$ cat config.mk
export PLATFORM = sky130hd
export DESIGN_NAME = xif_coproc_alu_frontend_flat
export DESIGN_NICKNAME = d
export VERILOG_FILES = /design/src/rtl/xif_coproc_alu_frontend_if.sv /design/src/rtl/xif_coproc_alu_frontend.sv /design/src/flat_wrapper.sv
export SDC_FILE = /design/constraint.sdc
export NUM_CORES = 1
export LEC_CHECK = 0
export CAP_MARGIN = 10
export CORE_UTILIZATION = 59
export CTS_CLUSTER_DIAMETER = 50
export DETAILED_ROUTE_END_ITERATION = 7
export PLACE_DENSITY = 0.81
export SLEW_MARGIN = 5
export SYNTH_ARGS = -nofsm -noshare
export SYNTH_HDL_FRONTEND = slang
export SYNTH_SLANG_ARGS = --single-unit
export TNS_END_PERCENT = 1
$ cat constraint.sdc
create_clock -name clk -period 18 [get_ports clk]
set_input_delay 3.6 -clock clk [delete_from_list [all_inputs] [get_ports clk]]
set_output_delay 3.6 -clock clk [all_outputs]
set_load 0.01 [all_outputs]
$ cat src/rtl/xif_coproc_alu_frontend_if.sv
// Issue, commit and result channels between the CPU and the ALU coprocessor.
interface xif_coproc_alu_frontend_if #(
  parameter int X_ID_WIDTH = 4
);
  logic                  issue_valid;
  logic                  issue_ready;
  logic [31:0]           issue_instr;
  logic [X_ID_WIDTH-1:0] issue_id;
  logic [31:0]           issue_rs0;
  logic [31:0]           issue_rs1;
  logic [1:0]            issue_rs_valid;
  logic                  issue_accept;
  logic                  issue_writeback;
  logic                  issue_dualwrite;
  logic                  issue_dualread;
  logic                  issue_loadstore;
  logic                  issue_exc;

  logic                  commit_valid;
  logic [X_ID_WIDTH-1:0] commit_id;
  logic                  commit_kill;

  logic                  result_valid;
  logic                  result_ready;
  logic [X_ID_WIDTH-1:0] result_id;
  logic [31:0]           result_data;
  logic [4:0]            result_rd;
  logic                  result_we;
  logic                  result_exc;

  modport master (
    output issue_valid, issue_instr, issue_id, issue_rs0, issue_rs1, issue_rs_valid,
    input  issue_ready, issue_accept, issue_writeback, issue_dualwrite, issue_dualread,
           issue_loadstore, issue_exc,
    output commit_valid, commit_id, commit_kill,
    input  result_valid, result_id, result_data, result_rd, result_we, result_exc,
    output result_ready
  );

  modport slave (
    input  issue_valid, issue_instr, issue_id, issue_rs0, issue_rs1, issue_rs_valid,
    output issue_ready, issue_accept, issue_writeback, issue_dualwrite, issue_dualread,
           issue_loadstore, issue_exc,
    input  commit_valid, commit_id, commit_kill,
    output result_valid, result_id, result_data, result_rd, result_we, result_exc,
    input  result_ready
  );
endinterface

$ cat src/rtl/xif_coproc_alu_frontend.sv
// Coprocessor endpoint: decodes custom-0 ALU ops, holds them in an in-order
// queue until committed or killed, and returns results in issue order.
module xif_coproc_alu_frontend #(
  parameter  int X_ID_WIDTH = 4,
  parameter  int DEPTH      = 4,
  localparam int CW         = $clog2(DEPTH + 1),
  localparam int PW         = $clog2(DEPTH)
) (
  input  logic                     clk,
  input  logic                     rst,
  xif_coproc_alu_frontend_if.slave xif,
  output logic [CW-1:0]            count
);

  logic [X_ID_WIDTH-1:0] id_q [DEPTH];
  logic [X_ID_WIDTH-1:0] id_d [DEPTH];
  logic [4:0]            rd_q [DEPTH];
  logic [4:0]            rd_d [DEPTH];
  logic [2:0]            f3_q [DEPTH];
  logic [2:0]            f3_d [DEPTH];
  logic [31:0]           a_q  [DEPTH];
  logic [31:0]           a_d  [DEPTH];
  logic [31:0]           b_q  [DEPTH];
  logic [31:0]           b_d  [DEPTH];
  logic [DEPTH-1:0]      cmt_q, cmt_d, kil_q, kil_d;
  logic [PW-1:0]         head_q, head_d, tail_q, tail_d;
  logic [CW-1:0]         count_q, count_d;

  logic [PW-1:0]         slot [DEPTH];
  logic                  decode_ok, room, push, pop, head_cmt, head_kil, match_found;
  logic                  unused_instr_bits;

  // rs1/rs2 register fields are not needed: operands arrive by value
  assign unused_instr_bits = ^xif.issue_instr[24:15];
  assign count = count_q;

  function automatic logic [31:0] alu(input logic [2:0] f, input logic [31:0] a,
                                      input logic [31:0] b);
    logic [63:0] rot;
    rot = {a, a} << b[4:0];
    case (f)
      3'd0:    alu = a + b;
      3'd1:    alu = a - b;
      3'd2:    alu = a ^ b;
      3'd3:    alu = (a < b) ? a : b;
      3'd4:    alu = (a > b) ? a : b;
      3'd5:    alu = rot[63:32];
      default: alu = 32'd0;
    endcase
  endfunction

  // Decode, issue handshake and head-of-queue result presentation
  always_comb begin
    decode_ok = (xif.issue_instr[6:0] == 7'b0001011) && (xif.issue_instr[31:25] == 7'd0)
                && (xif.issue_instr[14:12] <= 3'd5);
    room      = (count_q < CW'(DEPTH)) && (xif.issue_rs_valid == 2'b11);
    push      = xif.issue_valid && decode_ok && room;
    head_cmt  = (count_q != '0) && cmt_q[head_q];
    head_kil  = (count_q != '0) && kil_q[head_q];
    pop       = head_kil || (head_cmt && xif.result_ready);

    xif.issue_ready     = decode_ok ? room : 1'b1;
    xif.issue_accept    = push;
    xif.issue_writeback = push;
    xif.issue_dualwrite = 1'b0;
    xif.issue_dualread  = 1'b0;
    xif.issue_loadstore = 1'b0;
    xif.issue_exc       = 1'b0;

    xif.result_valid = head_cmt;
    xif.result_id    = head_cmt ? id_q[head_q] : '0;
    xif.result_data  = head_cmt ? alu(f3_q[head_q], a_q[head_q], b_q[head_q]) : 32'd0;
    xif.result_rd    = head_cmt ? rd_q[head_q] : 5'd0;
    xif.result_we    = head_cmt && (rd_q[head_q] != 5'd0);
    xif.result_exc   = 1'b0;
  end

  // Physical slot of the i-th oldest entry
  always_comb begin
    for (int i = 0; i < DEPTH; i++) slot[i] = head_q + PW'(i);
  end

  // Commit/kill lookup, push, pop and pointer/occupancy update
  always_comb begin
    id_d = id_q; rd_d = rd_q; f3_d = f3_q; a_d = a_q; b_d = b_q;
    cmt_d = cmt_q; kil_d = kil_q;
    head_d = head_q; tail_d = tail_q; count_d = count_q;
    match_found = 1'b0;

    for (int i = 0; i < DEPTH; i++) begin
      if (xif.commit_valid && !match_found && (CW'(i) < count_q)
          && (id_q[slot[i]] == xif.commit_id) && !cmt_q[slot[i]] && !kil_q[slot[i]]) begin
        match_found = 1'b1;
        if (xif.commit_kill) kil_d[slot[i]] = 1'b1;
        else                 cmt_d[slot[i]] = 1'b1;
      end
    end

    // A commit naming the instruction being pushed right now lands on the new entry
    if (push) begin
      id_d[tail_q]  = xif.issue_id;
      rd_d[tail_q]  = xif.issue_instr[11:7];
      f3_d[tail_q]  = xif.issue_instr[14:12];
      a_d[tail_q]   = xif.issue_rs0;
      b_d[tail_q]   = xif.issue_rs1;
      cmt_d[tail_q] = xif.commit_valid && !match_found && (xif.commit_id == xif.issue_id)
                      && !xif.commit_kill;
      kil_d[tail_q] = xif.commit_valid && !match_found && (xif.commit_id == xif.issue_id)
                      && xif.commit_kill;
      tail_d        = tail_q + PW'(1);
    end

    if (pop) head_d = head_q + PW'(1);

    case ({push, pop})
      2'b10:   count_d = count_q + CW'(1);
      2'b01:   count_d = count_q - CW'(1);
      default: count_d = count_q;
    endcase
  end

  // State registers
  always_ff @(posedge clk or posedge rst) begin
    if (rst) begin
      for (int i = 0; i < DEPTH; i++) begin
        id_q[i] <= '0;
        rd_q[i] <= '0;
        f3_q[i] <= '0;
        a_q[i]  <= '0;
        b_q[i]  <= '0;
      end
      cmt_q   <= '0;
      kil_q   <= '0;
      head_q  <= '0;
      tail_q  <= '0;
      count_q <= '0;
    end else begin
      id_q    <= id_d;
      rd_q    <= rd_d;
      f3_q    <= f3_d;
      a_q     <= a_d;
      b_q     <= b_d;
      cmt_q   <= cmt_d;
      kil_q   <= kil_d;
      head_q  <= head_d;
      tail_q  <= tail_d;
      count_q <= count_d;
    end
  end

endmodule

$ cat src/flat_wrapper.sv
// flat-port wrapper written by rule: the top's interface ports become plain ports
module xif_coproc_alu_frontend_flat 
#(
  parameter  int X_ID_WIDTH = 4,
  parameter  int DEPTH      = 4,
  localparam int CW         = $clog2(DEPTH + 1),
  localparam int PW         = $clog2(DEPTH)
)
  (clk, rst, count, xif_issue_valid, xif_issue_instr, xif_issue_id, xif_issue_rs0, xif_issue_rs1, xif_issue_rs_valid, xif_issue_ready, xif_issue_accept, xif_issue_writeback, xif_issue_dualwrite, xif_issue_dualread, xif_issue_loadstore, xif_issue_exc, xif_commit_valid, xif_commit_id, xif_commit_kill, xif_result_valid, xif_result_id, xif_result_data, xif_result_rd, xif_result_we, xif_result_exc, xif_result_ready);
  xif_coproc_alu_frontend_if #(.X_ID_WIDTH(X_ID_WIDTH)) xif_i ();
  input  logic clk;
  input  logic rst;
  output logic [CW-1:0] count;
  input wire logic [$bits(xif_i.issue_valid)-1:0] xif_issue_valid;
  input wire logic [$bits(xif_i.issue_instr)-1:0] xif_issue_instr;
  input wire logic [$bits(xif_i.issue_id)-1:0] xif_issue_id;
  input wire logic [$bits(xif_i.issue_rs0)-1:0] xif_issue_rs0;
  input wire logic [$bits(xif_i.issue_rs1)-1:0] xif_issue_rs1;
  input wire logic [$bits(xif_i.issue_rs_valid)-1:0] xif_issue_rs_valid;
  output wire logic [$bits(xif_i.issue_ready)-1:0] xif_issue_ready;
  output wire logic [$bits(xif_i.issue_accept)-1:0] xif_issue_accept;
  output wire logic [$bits(xif_i.issue_writeback)-1:0] xif_issue_writeback;
  output wire logic [$bits(xif_i.issue_dualwrite)-1:0] xif_issue_dualwrite;
  output wire logic [$bits(xif_i.issue_dualread)-1:0] xif_issue_dualread;
  output wire logic [$bits(xif_i.issue_loadstore)-1:0] xif_issue_loadstore;
  output wire logic [$bits(xif_i.issue_exc)-1:0] xif_issue_exc;
  input wire logic [$bits(xif_i.commit_valid)-1:0] xif_commit_valid;
  input wire logic [$bits(xif_i.commit_id)-1:0] xif_commit_id;
  input wire logic [$bits(xif_i.commit_kill)-1:0] xif_commit_kill;
  output wire logic [$bits(xif_i.result_valid)-1:0] xif_result_valid;
  output wire logic [$bits(xif_i.result_id)-1:0] xif_result_id;
  output wire logic [$bits(xif_i.result_data)-1:0] xif_result_data;
  output wire logic [$bits(xif_i.result_rd)-1:0] xif_result_rd;
  output wire logic [$bits(xif_i.result_we)-1:0] xif_result_we;
  output wire logic [$bits(xif_i.result_exc)-1:0] xif_result_exc;
  input wire logic [$bits(xif_i.result_ready)-1:0] xif_result_ready;
  assign xif_i.issue_valid = xif_issue_valid;
  assign xif_i.issue_instr = xif_issue_instr;
  assign xif_i.issue_id = xif_issue_id;
  assign xif_i.issue_rs0 = xif_issue_rs0;
  assign xif_i.issue_rs1 = xif_issue_rs1;
  assign xif_i.issue_rs_valid = xif_issue_rs_valid;
  assign xif_issue_ready = xif_i.issue_ready;
  assign xif_issue_accept = xif_i.issue_accept;
  assign xif_issue_writeback = xif_i.issue_writeback;
  assign xif_issue_dualwrite = xif_i.issue_dualwrite;
  assign xif_issue_dualread = xif_i.issue_dualread;
  assign xif_issue_loadstore = xif_i.issue_loadstore;
  assign xif_issue_exc = xif_i.issue_exc;
  assign xif_i.commit_valid = xif_commit_valid;
  assign xif_i.commit_id = xif_commit_id;
  assign xif_i.commit_kill = xif_commit_kill;
  assign xif_result_valid = xif_i.result_valid;
  assign xif_result_id = xif_i.result_id;
  assign xif_result_data = xif_i.result_data;
  assign xif_result_rd = xif_i.result_rd;
  assign xif_result_we = xif_i.result_we;
  assign xif_result_exc = xif_i.result_exc;
  assign xif_i.result_ready = xif_result_ready;
  xif_coproc_alu_frontend #(.X_ID_WIDTH(X_ID_WIDTH), .DEPTH(DEPTH)) u_core (.clk(clk), .rst(rst), .xif(xif_i), .count(count));
endmodule
---- Word-level counts from Yosys, hierarchy flattened ----
Index checks and enable logic that the tools add are counted.
operators by class
  eq/ne operators ......................... 14
  order comparisons ....................... 24
  add/sub/neg operators ................... 8
  shifts and indexed selects .............. 1
  reductions and logical operators ........ 57
  mux-type cells .......................... 95
  bitwise gates (word level) .............. 14
operator list
  operator              count
  $bwmux W128           2
  $mux W32              8
  $pmux W32 S6          1
  $bmux W32 S2          2
  $mux W4               28
  $demux W32 S2         1
  $shl A64 B5 Y64       1
  $logic_and A1 B1 Y1   38
  $add A32 B32 Y32      1
  $bmux W4 S2           4
  $gt A32 B32 Y1        1
  $lt A32 B32 Y1        1
  $or A4 B4 Y4          8
  $sub A32 B32 Y32      1
  $xor A32 B32 Y32      1
  $bwmux W20            1
  $eq A4 B4 Y1          5
  $mux W5               4
  $mux W1               18
  $bmux W1 S2           8
  $bwmux W16            1
  $ge A3 B3 Y1 const B  5
  $lt A2 B3 Y1 const B  5
  $not A2 Y3            5
  other kinds (33)      63
storage, ports and cells
  flip-flop bits (word level) ............. 319
  output and inout bits ................... 54

---- Logic depth before layout (Yosys ltp) ----
Gate-level depths: netlist (run 1).
  word-level depth ........................ 36
  depth in mapped cells ................... 21
  gate-level depth less buffers ........... 15

---- Worst setup path after synthesis (run 1) ----
Ideal clock, no wire load.
  path type ............................... reg-to-output
  start point ............................. reg u_core.head_q[0]
  end point ............................... out xif_result_data[31]
  cell stages (with the launch flop) ...... 21
  arrival ................................. 4.811 ns
  data required time ...................... 14.400 ns
  setup slack ............................. 9.589 ns
  path through ............................ dfrtp_1 > buf_6 > buf_6 > buf_4 > buf_4 > buf_2 > buf_2 > mux4_2 > inv_1 > ha_1 > clkbuf_1 > a211oi_1 > nor2_1 > o31ai_2 > o211ai_1 > nand2b_1 > a211o_1 > o211ai_1 > a2111oi_2 > a21oi_1 > or3_1
between the ends
  word-level cells in the longest chain between the ends .. 8
  elaborated cells on any way between the ends .. 29
  those cells by class .................... add/sub (2); order compare (2); eq/ne (5); shift (1); mux (15); bitwise (2); reduce/logical (2)
ends and longest elaborated chain
  item                                                     line                                                          RTL
  start, declared                                          xif_coproc_alu_frontend.sv:26                                 logic [PW-1:0] head_q, head_d, tail_q, tail_d;
  start signal, assigned                                   xif_coproc_alu_frontend.sv:134                                head_q <= '0;
  start signal, assigned                                   xif_coproc_alu_frontend.sv:145                                head_q <= head_d;
  $not A2 Y3 (not written as such)                         xif_coproc_alu_frontend.sv:72                                 xif.result_data = head_cmt ? alu(f3_q[head_q], a_q[head_q], b_q[head_q]) : 32'd0;
  $bmux W32 S2                                             xif_coproc_alu_frontend.sv:72
  $mux W32 (not written as such) (2 in series)             xif_coproc_alu_frontend.sv:72
  $gt A32 B32 Y1 / $lt A32 B32 Y1 (equally long branches)  xif_coproc_alu_frontend.sv:46, xif_coproc_alu_frontend.sv:45
  $mux W32, on equally long branches                       xif_coproc_alu_frontend.sv:46, xif_coproc_alu_frontend.sv:45
  $pmux W32 S6                                             xif_coproc_alu_frontend.sv:41                                 case (f)
  $mux W32 (*)                                             xif_coproc_alu_frontend.sv:72
  end, declared                                            flat_wrapper.sv:32                                            output wire logic [$bits(xif_i.result_data)-1:0] xif_result_data;
Mark *: on every way between the ends. The rest lies on a longest branch, timed or not. The select of a mux whose other input is x is not followed.

---- Final worst setup path (run 1) ----
  start point ............................. reg u_core.head_q[0]
  end point ............................... out xif_result_data[30]
Same word-level chain as after synthesis.

==> metrics.log, run 1 <==
[metrics] FP Rows: 68
[metrics] Final Total Pwr: 2.26 mW
[metrics] clock latency on the worst-skew pair: 0.53 ns
[metrics] worst-case clock skew: 0.0239 ns
[metrics] first-pass GRT wire length: approximately 94 mm
[metrics] most frequently used flop master after synthesis: sky130_fd_sc_hd__dfrtp_1
[metrics] CTS tree: built
[metrics] async set-reset flop share out of synthesis: 100%
[metrics] crit-path max FO: 44
[metrics] clk slew on worst S/H paths: 0.06 ns
[metrics] Bufs on Longest Clock Path: 3
[metrics] met2 Resource Use GR: about 54%
[metrics] post-route minimum period: about 12 ns
[metrics] number of fill cells: 2505
[metrics] combinational group share of total power: around a third
[metrics] detail-routed net length per standard cell: ~24 um
[metrics] delay of the slowest critical-path stage: roughly 0.78 ns
[metrics] Max Cap Violations: 0
[metrics] remaining max-slew budget at the tightest pin: 28.9%
[metrics] cell depth of the worst flop-to-flop path: 11
[metrics] routability-driven placement congestion ratio: roughly 0.98
[metrics] worst slack at placement: around 6.9 ns
[metrics] CP most frequent cell: sky130_fd_sc_hd__buf_4
[metrics] H-tree Lvls: 2
[metrics] largest net degree at the start of global routing: 194
[metrics] share of layout cells above drive strength 1: between 20% and 30%
[metrics] CTS Hold Buffers Added: 0
[metrics] share of total power in the clock network: 32.2%
[metrics] post-layout instance count excluding filler cells: 2483
[metrics] top post-synthesis cells by count: sky130_fd_sc_hd__mux2_2, sky130_fd_sc_hd__dfrtp_1, sky130_fd_sc_hd__nor2_1
[metrics] fraction of power consumed by sequential logic: 34.5%
[metrics] upper clock frequency limit: 85.4 MHz
[metrics] Min-Delay Path Class: flip-flop to flip-flop
[metrics] Min Hold Slack: 0.500 ns
[metrics] wire length after detailed routing: around 61 mm
[metrics] number of DRC markers after the initial detailed-route iteration: 1598
[metrics] number of global-route vias before repair: roughly 16000
[metrics] top cell type's share of synthesized area: 37.8%
[metrics] area growth from synthesis to layout: 13.6%
[metrics] cell types occupying the most area after synthesis: sky130_fd_sc_hd__dfrtp_1, sky130_fd_sc_hd__mux2_2, sky130_fd_sc_hd__mux4_2
[metrics] largest area contributor in the netlist: sky130_fd_sc_hd__dfrtp_1
[metrics] sw power: 0.808 mW
[metrics] number of gates resized after cts: 0
[metrics] summed negative setup slack over all endpoints: 0 ns
[metrics] Post-CTS Setup Repair Bufs: 0
[metrics] estimated wirelength of the detail-placed design: 41.7 mm
[metrics] placed cell area: 22800 sq um
[metrics] initial antenna violation count: 1
[metrics] design area: 24000 sq um
[metrics] final routed DRC violation total: 3
[metrics] share of the core filled with cells in the final layout: 68.7%
[metrics] Critical Path End Type: output port
[metrics] gr usage total: 33.5%
[metrics] Netlist cell types: 75
[metrics] multi-input combinational cell area: around 12000 sq um
[metrics] Worst IR Drop VDD: approximately 0.1 mV
[metrics] grt ovf: 0
[metrics] synthesized area divided by synthesized cell count: 10.9 sq um
[metrics] Die ar.: 36500 sq um
[metrics] global routing met1 resource utilization: 46.2%
[metrics] peak-usage layer in the global routing report: met2
[metrics] number of antenna cells inserted: 0
[metrics] Die X-Extent: between 150 and 200 um
[metrics] number of cells produced by synthesis: 1929
[metrics] met3 usage in global routing: about 4.5%
[metrics] violations in the final reports: design-rule violations
[metrics] RSZ-0062 raised after global routing: no
[metrics] final worst-path cycle share: about two thirds
[metrics] io pins: between 150 and 200
[metrics] effective utilization at floorplan: around three fifths
[metrics] chip height: 191 um
[metrics] count of nets left with antenna violations after detail routing: 0
[metrics] power density of the placed cells: around 94 nW/um^2
[metrics] Root Buffer Master: sky130_fd_sc_hd__clkbuf_16
[metrics] number of vias in the routed layout: 16600
[metrics] Core Area: 34900 sq um
[metrics] Initial DRT Pass Iterations: 8
[metrics] WHS Path Cells: 1
[metrics] Setup crit start kind: flip-flop
[metrics] post-synth design cell area: roughly 21000 sq um
[metrics] Final #Nets: between 2000 and 2500
[metrics] max-slew violations: 0
[metrics] Inserted Clock Buffers: 35
[metrics] detail-routed via count per cell: 6.68
[metrics] leading cell type by number of instances after synthesis: sky130_fd_sc_hd__mux2_2
[metrics] fraction of power spent switching nets: ~36%
[metrics] CTS Sinks: 319
[metrics] slowest CP cell: sky130_fd_sc_hd__dfrtp_4
[metrics] required time at the worst-slack endpoint: about 14 ns
[metrics] data arrival time of the worst path: 8.11 ns
[metrics] number of enable flip-flop cells after synthesis: 0
[metrics] list of cells traversed by the critical path: buf_4, buf_4, mux4_2, inv_1, ha_1, inv_1, nor4_1, nand2_1, nor4_1, and2_1, a21oi_1, o221ai_2, buf_4, a221o_1, a211oi_1, a21oi_1, clkdlybuf4s50_1
[metrics] Final Hold Vio Count: 0
[metrics] storage element area: 7990 sq um
[metrics] proportion of synthesized chip area in sequential cells: 37.8%
[metrics] path type of the worst setup path: flip-flop to output port
[metrics] internal power: 1.45 mW
[metrics] count of placed standard cells including taps: around 2400
[metrics] number of port buffers: 150
[metrics] Worst Setup Slack, final: 6.29 ns
[metrics] Leak: 11.0 nW
[metrics] count of warnings emitted by yosys: 0
[metrics] Tightest Pin Transition: roughly 1.1 ns
[metrics] number of synthesized register bits: 319
[metrics] result of the run: complete, but fails checks
[metrics] setup violation total in the final timing report: 0
worst max-delay path: cells and delay by family, from the launching register on:
family	cells	cell delay (ns)
buffers and inverters	6	2.67
AO/OA/AOI/OAI	5	1.40
adder cells (fa/ha/maj)	1	0.38
AND/OR/NAND/NOR	4	1.59
multiplexers	1	0.68
flip-flops	1	0.78
layout by cell type (no fill, tap or decap), drive strengths merged, types with 23 or more instances in the layout:
cell type and instances:
mux2 339, inv 80, mux2i 86, xnor2 23, a31oi 23, nand2 121
clkdlybuf4s50 150, nor2 124, nor3 25, a21oi 117, a211oi 24, ha 76
dfrtp 319, o21ai 85, clkbuf 53, mux4 86
power groups by stage:
stage	clock network (mW)	registers, mW	logic [mW]
final	0.727	0.779	0.752
after global routing	0.760	0.783	0.799
after CTS	0.734	0.780	0.739
after detailed placement	0	0.792	0.735
after global placement	0	0.791	0.725
after floorplan	0	0.760	0.532
per-layer routing:
metal,vias up,wire length [um]
li1,7318,-
met1,8294,24800
met2,823,28800
met3,152,4640
met4,2,2430
met5,-,17
registers in the layout (all words and copies together), names as in the netlist:
signal         count
u_core.f3_q       12
u_core.count       3
u_core.a_q       128
u_core.head_q      2
u_core.cmt_q       4
u_core.rd_q       20
u_core.b_q       128
u_core.tail_q      2
u_core.id_q       16
u_core.kil_q       4
logic make-up after synthesis:
family | after synthesis | synth area share (%)
multiplexers | 511 | 31.4
AO/OA/AOI/OAI | 401 | 12.3
AND/OR/NAND/NOR | 362 | 7.72
flip-flops | 319 | 37.8
buffers and inverters | 220 | 4.48
adder cells (fa/ha/maj) | 78 | 4.70
XOR/XNOR | 37 | 1.54
other | 1 | 0.0178
worst paths after layout:
kind                                  start                   to  slack, ns
max                        u_core.head_q[0]  xif_result_data[30]       6.29
min                         u_core.rd_q[12]      u_core.rd_q[12]       0.50
max reg2reg                u_core.head_q[0]      u_core.cmt_q[0]      13.14
min reg2reg                 u_core.rd_q[12]      u_core.rd_q[12]       0.50
max in group asynchronous               rst     u_core.head_q[1]      12.69
min in group asynchronous               rst       u_core.b_q[27]       3.64
area by class of cell:
class                      instances  area share (%)
multi-input combinational       1394            51.1
timing repair buffer             172            7.01
clock buffer                      53            4.33
tap                              455            2.38
clock inverter                     9           0.575
inverter                          81            1.30
sequential                       319            33.4
Note: power is estimated with default switching activity, not from simulation.
==> run 2: changes to the inputs <==
Settings changed: CORE_UTILIZATION 59 to 54, PLACE_DENSITY 0.81 to 0.78.
Clock period 18 ns to 10.05 ns, I/O delays scaled along.
==> metrics.log, run 2 (same netlist as run 1, synthesis figures left out) <==
[metrics] slowest CP cell: sky130_fd_sc_hd__o211ai_1
[metrics] max-slew violations: 0 (unchanged)
[metrics] detail-routed net length per standard cell: 23.3 um (-4.8%)
[metrics] Tightest Pin Transition: 1.09 ns (+0.0188 ns)
[metrics] CTS Hold Buffers Added: 0 (unchanged)
[metrics] upper clock frequency limit: 109 MHz
[metrics] number of DRC markers after the initial detailed-route iteration: 1513 (-5.3%)
[metrics] Worst IR Drop VDD: 0.207 mV (+110%)
[metrics] effective utilization at floorplan: 54.7% (-5.8 points)
[metrics] routability-driven placement congestion ratio: 1.02 (+4.1%)
[metrics] FP Rows: 72 (+5.9%)
[metrics] grt ovf: 0 (unchanged)
[metrics] number of port buffers: 150 (unchanged)
[metrics] H-tree Lvls: 2 (unchanged)
[metrics] number of gates resized after cts: 0 (unchanged)
[metrics] WHS Path Cells: 1 (unchanged)
[metrics] data arrival time of the worst path: 7.19 ns (-0.92 ns)
[metrics] wire length after detailed routing: 59.5 mm (-2.0%)
[metrics] detail-routed via count per cell: 6.43 (-3.7%)
[metrics] power density of the placed cells: 168 nW/um^2 (+78%)
[metrics] Final #Nets: 2200 (+0.32%)
[metrics] Critical Path End Type: output port
[metrics] chip height: 200 um (+4.5%)
[metrics] final worst-path cycle share: 91.5%
[metrics] required time at the worst-slack endpoint: 8.04 ns (-6.36 ns)
[metrics] registers with the most flip-flops: u_core.a_q (128), u_core.b_q (128), u_core.rd_q (20)
[metrics] Final Hold Vio Count: 0 (unchanged)
[metrics] final routed DRC violation total: 0 (-3)
[metrics] area growth from synthesis to layout: 14.2%
[metrics] buffers and inverters on the worst path: 3 (-3)
[metrics] worst reg2reg endpoint: u_core.cmt_q[2]
[metrics] first-pass GRT wire length: 92.1 mm (-1.8%)
[metrics] most common cell after layout, fill and taps aside: sky130_fd_sc_hd__mux2_2
[metrics] worst-case clock skew: 0.0153 ns (-0.00864 ns)
[metrics] number of vias in the routed layout: 16400 (-0.95%)
[metrics] r2r startpoint: u_core.head_q[1]
[metrics] Leak: 11.1 nW (+0.32%)
[metrics] Die ar.: 39900 sq um (+9.2%)
[metrics] clock latency on the worst-skew pair: 0.54 ns (about the same)
[metrics] gr usage total: 30.1% (-3.4 points)
[metrics] Core Area: 38600 sq um (+11%)
[metrics] Bufs on Longest Clock Path: 3 (unchanged)
[metrics] start point of the worst min-delay path: u_core.rd_q[9]
[metrics] count of nets left with antenna violations after detail routing: 0 (unchanged)
[metrics] share of the core filled with cells in the final layout: 62.5% (-6.2 points)
[metrics] storage element area: 7990 sq um (unchanged)
[metrics] clk slew on worst S/H paths: 0.06 ns (about the same)
[metrics] summed negative setup slack over all endpoints: 0 ns (unchanged)
[metrics] number of global-route vias before repair: 16300 (+0.64%)
[metrics] CTS Sinks: 319 (unchanged)
[metrics] largest net degree at the start of global routing: 200 (+3.1%)
[metrics] multi-input combinational cell area: 12200 sq um (about the same)
[metrics] Initial DRT Pass Iterations: 6 (-2)
[metrics] delay-heaviest family, CP: compound AO/OA/AOI/OAI gates
[metrics] reg2reg setup slack: 5.64 ns (-7.50 ns)
[metrics] Post-CTS Setup Repair Bufs: 0 (unchanged)
[metrics] top library cells by usage in the layout, fill and taps aside: sky130_fd_sc_hd__mux2_2, sky130_fd_sc_hd__dfrtp_1, sky130_fd_sc_hd__clkdlybuf4s50_1, sky130_fd_sc_hd__nor2_1, sky130_fd_sc_hd__nand2_1
[metrics] Inserted Clock Buffers: 37 (+5.7%)
[metrics] number of fill cells: 3027 (+21%)
[metrics] estimated wirelength of the detail-placed design: 41.7 mm (about the same)
[metrics] initial antenna violation count: 5 (+4)
[metrics] path type of the worst setup path: flip-flop to output port
[metrics] CTS tree: built
[metrics] Max Cap Violations: 0 (unchanged)
[metrics] setup violation total in the final timing report: 0 (unchanged)
[metrics] Min-Delay Path Class: flip-flop to flip-flop
[metrics] list of cells traversed by the critical path: mux4_2, inv_2, ha_1, a21oi_1, a21oi_1, o31ai_2, o211ai_1, o211ai_1, buf_4, a22oi_1, a31oi_1, clkdlybuf4s50_1
[metrics] Die X-Extent: 200 um (+4.5%)
[metrics] Setup crit start kind: flip-flop
[metrics] crit-path max FO: 49 (+11%)
[metrics] result of the run: finished clean
[metrics] cell depth of the worst flop-to-flop path: 11 (unchanged)
[metrics] RSZ-0062 raised after global routing: no
[metrics] delay of the slowest critical-path stage: 1.01 ns (+0.23 ns)
[metrics] post-route minimum period: 9.20 ns
[metrics] share of layout cells above drive strength 1: 25.6% (+0.49 points)
[metrics] remaining max-slew budget at the tightest pin: 27.3% (-1.6 points)
[metrics] worst hold path endpoint: u_core.rd_q[9]
[metrics] Root Buffer Master: sky130_fd_sc_hd__clkbuf_16
[metrics] io pins: 166 (unchanged)
==> run 2: cell types whose count changed in the layout (fill, tap and decap cells not counted), moves of 2 or more <==
| cell | before | now |
|---|---|---|
| sky130_fd_sc_hd__clkbuf_1 | 11 | 6 |
| sky130_fd_sc_hd__bufinv_16 | 3 | 1 |
| sky130_fd_sc_hd__clkinv_2 | 3 | 7 |
| sky130_fd_sc_hd__clkbuf_8 | 5 | 2 |
| sky130_fd_sc_hd__clkinv_8 | 1 | 3 |
| sky130_fd_sc_hd__clkinvlp_4 | 1 | 3 |
| sky130_fd_sc_hd__buf_4 | 21 | 26 |
==> run 2: how the worst max path moves through the flow <==
stage	from	end	slack [ns]	cells after the start
after floorplan	u_core.head_q[0]	xif_result_data[31]	3.23	20
after global placement	u_core.head_q[1]	xif_result_data[18]	1.70	15
after detailed placement	u_core.head_q[1]	xif_result_data[18]	1.64	12
after CTS	u_core.head_q[1]	xif_result_data[18]	1.05	12
after global routing	u_core.head_q[1]	xif_result_data[0]	0.58	12
final	u_core.head_q[1]	xif_result_data[18]	0.85	12
==> run 2: layout make-up <==
cell class | instances | area share [%]
multi-input cells | 1394 | 50.8
flip-flops and latches | 319 | 33.2
repair buffers | 177 | 7.13
clock buffers | 46 | 4.15
well taps | 518 | 2.69
inverters | 81 | 1.28
clock inverters | 19 | 0.821
diodes | 1 | 0.0104
==> run 2: through the flow <==
step / cells / setup slack [ns] / cell area, sq um / power, mW / hold WS [ns]
after floorplan: 1933 / 3.23 / 21100 / 2.31 / 0.472
after global placement: 2489 / 1.70 / 22900 / 2.71 / 0.479
after detailed placement: 2489 / 1.64 / 22900 / 2.72 / 0.487
after CTS: 2554 / 1.05 / 24100 / 4.04 / 0.500
after global routing: 2554 / 0.581 / 24100 / 4.21 / 0.506
final: 2555 / 0.853 / 24100 / 4.04 / 0.498
==> run 2: routing by layer <==
metal	part of all wire, %	GRT usage (%)
met1	41	40.8
met2	47	47.6
met3	7.1	4.52
met4	4.8	14.2
met5	0.067	0
==> run 2: where the power goes <==
group          internal [mW]  leakage (nW)  switching [mW]
Combinational          0.491          6.07           0.832
Clock                  0.751         0.587           0.559
Sequential              1.31          4.42          0.0949
Total                   2.56          11.1            1.49
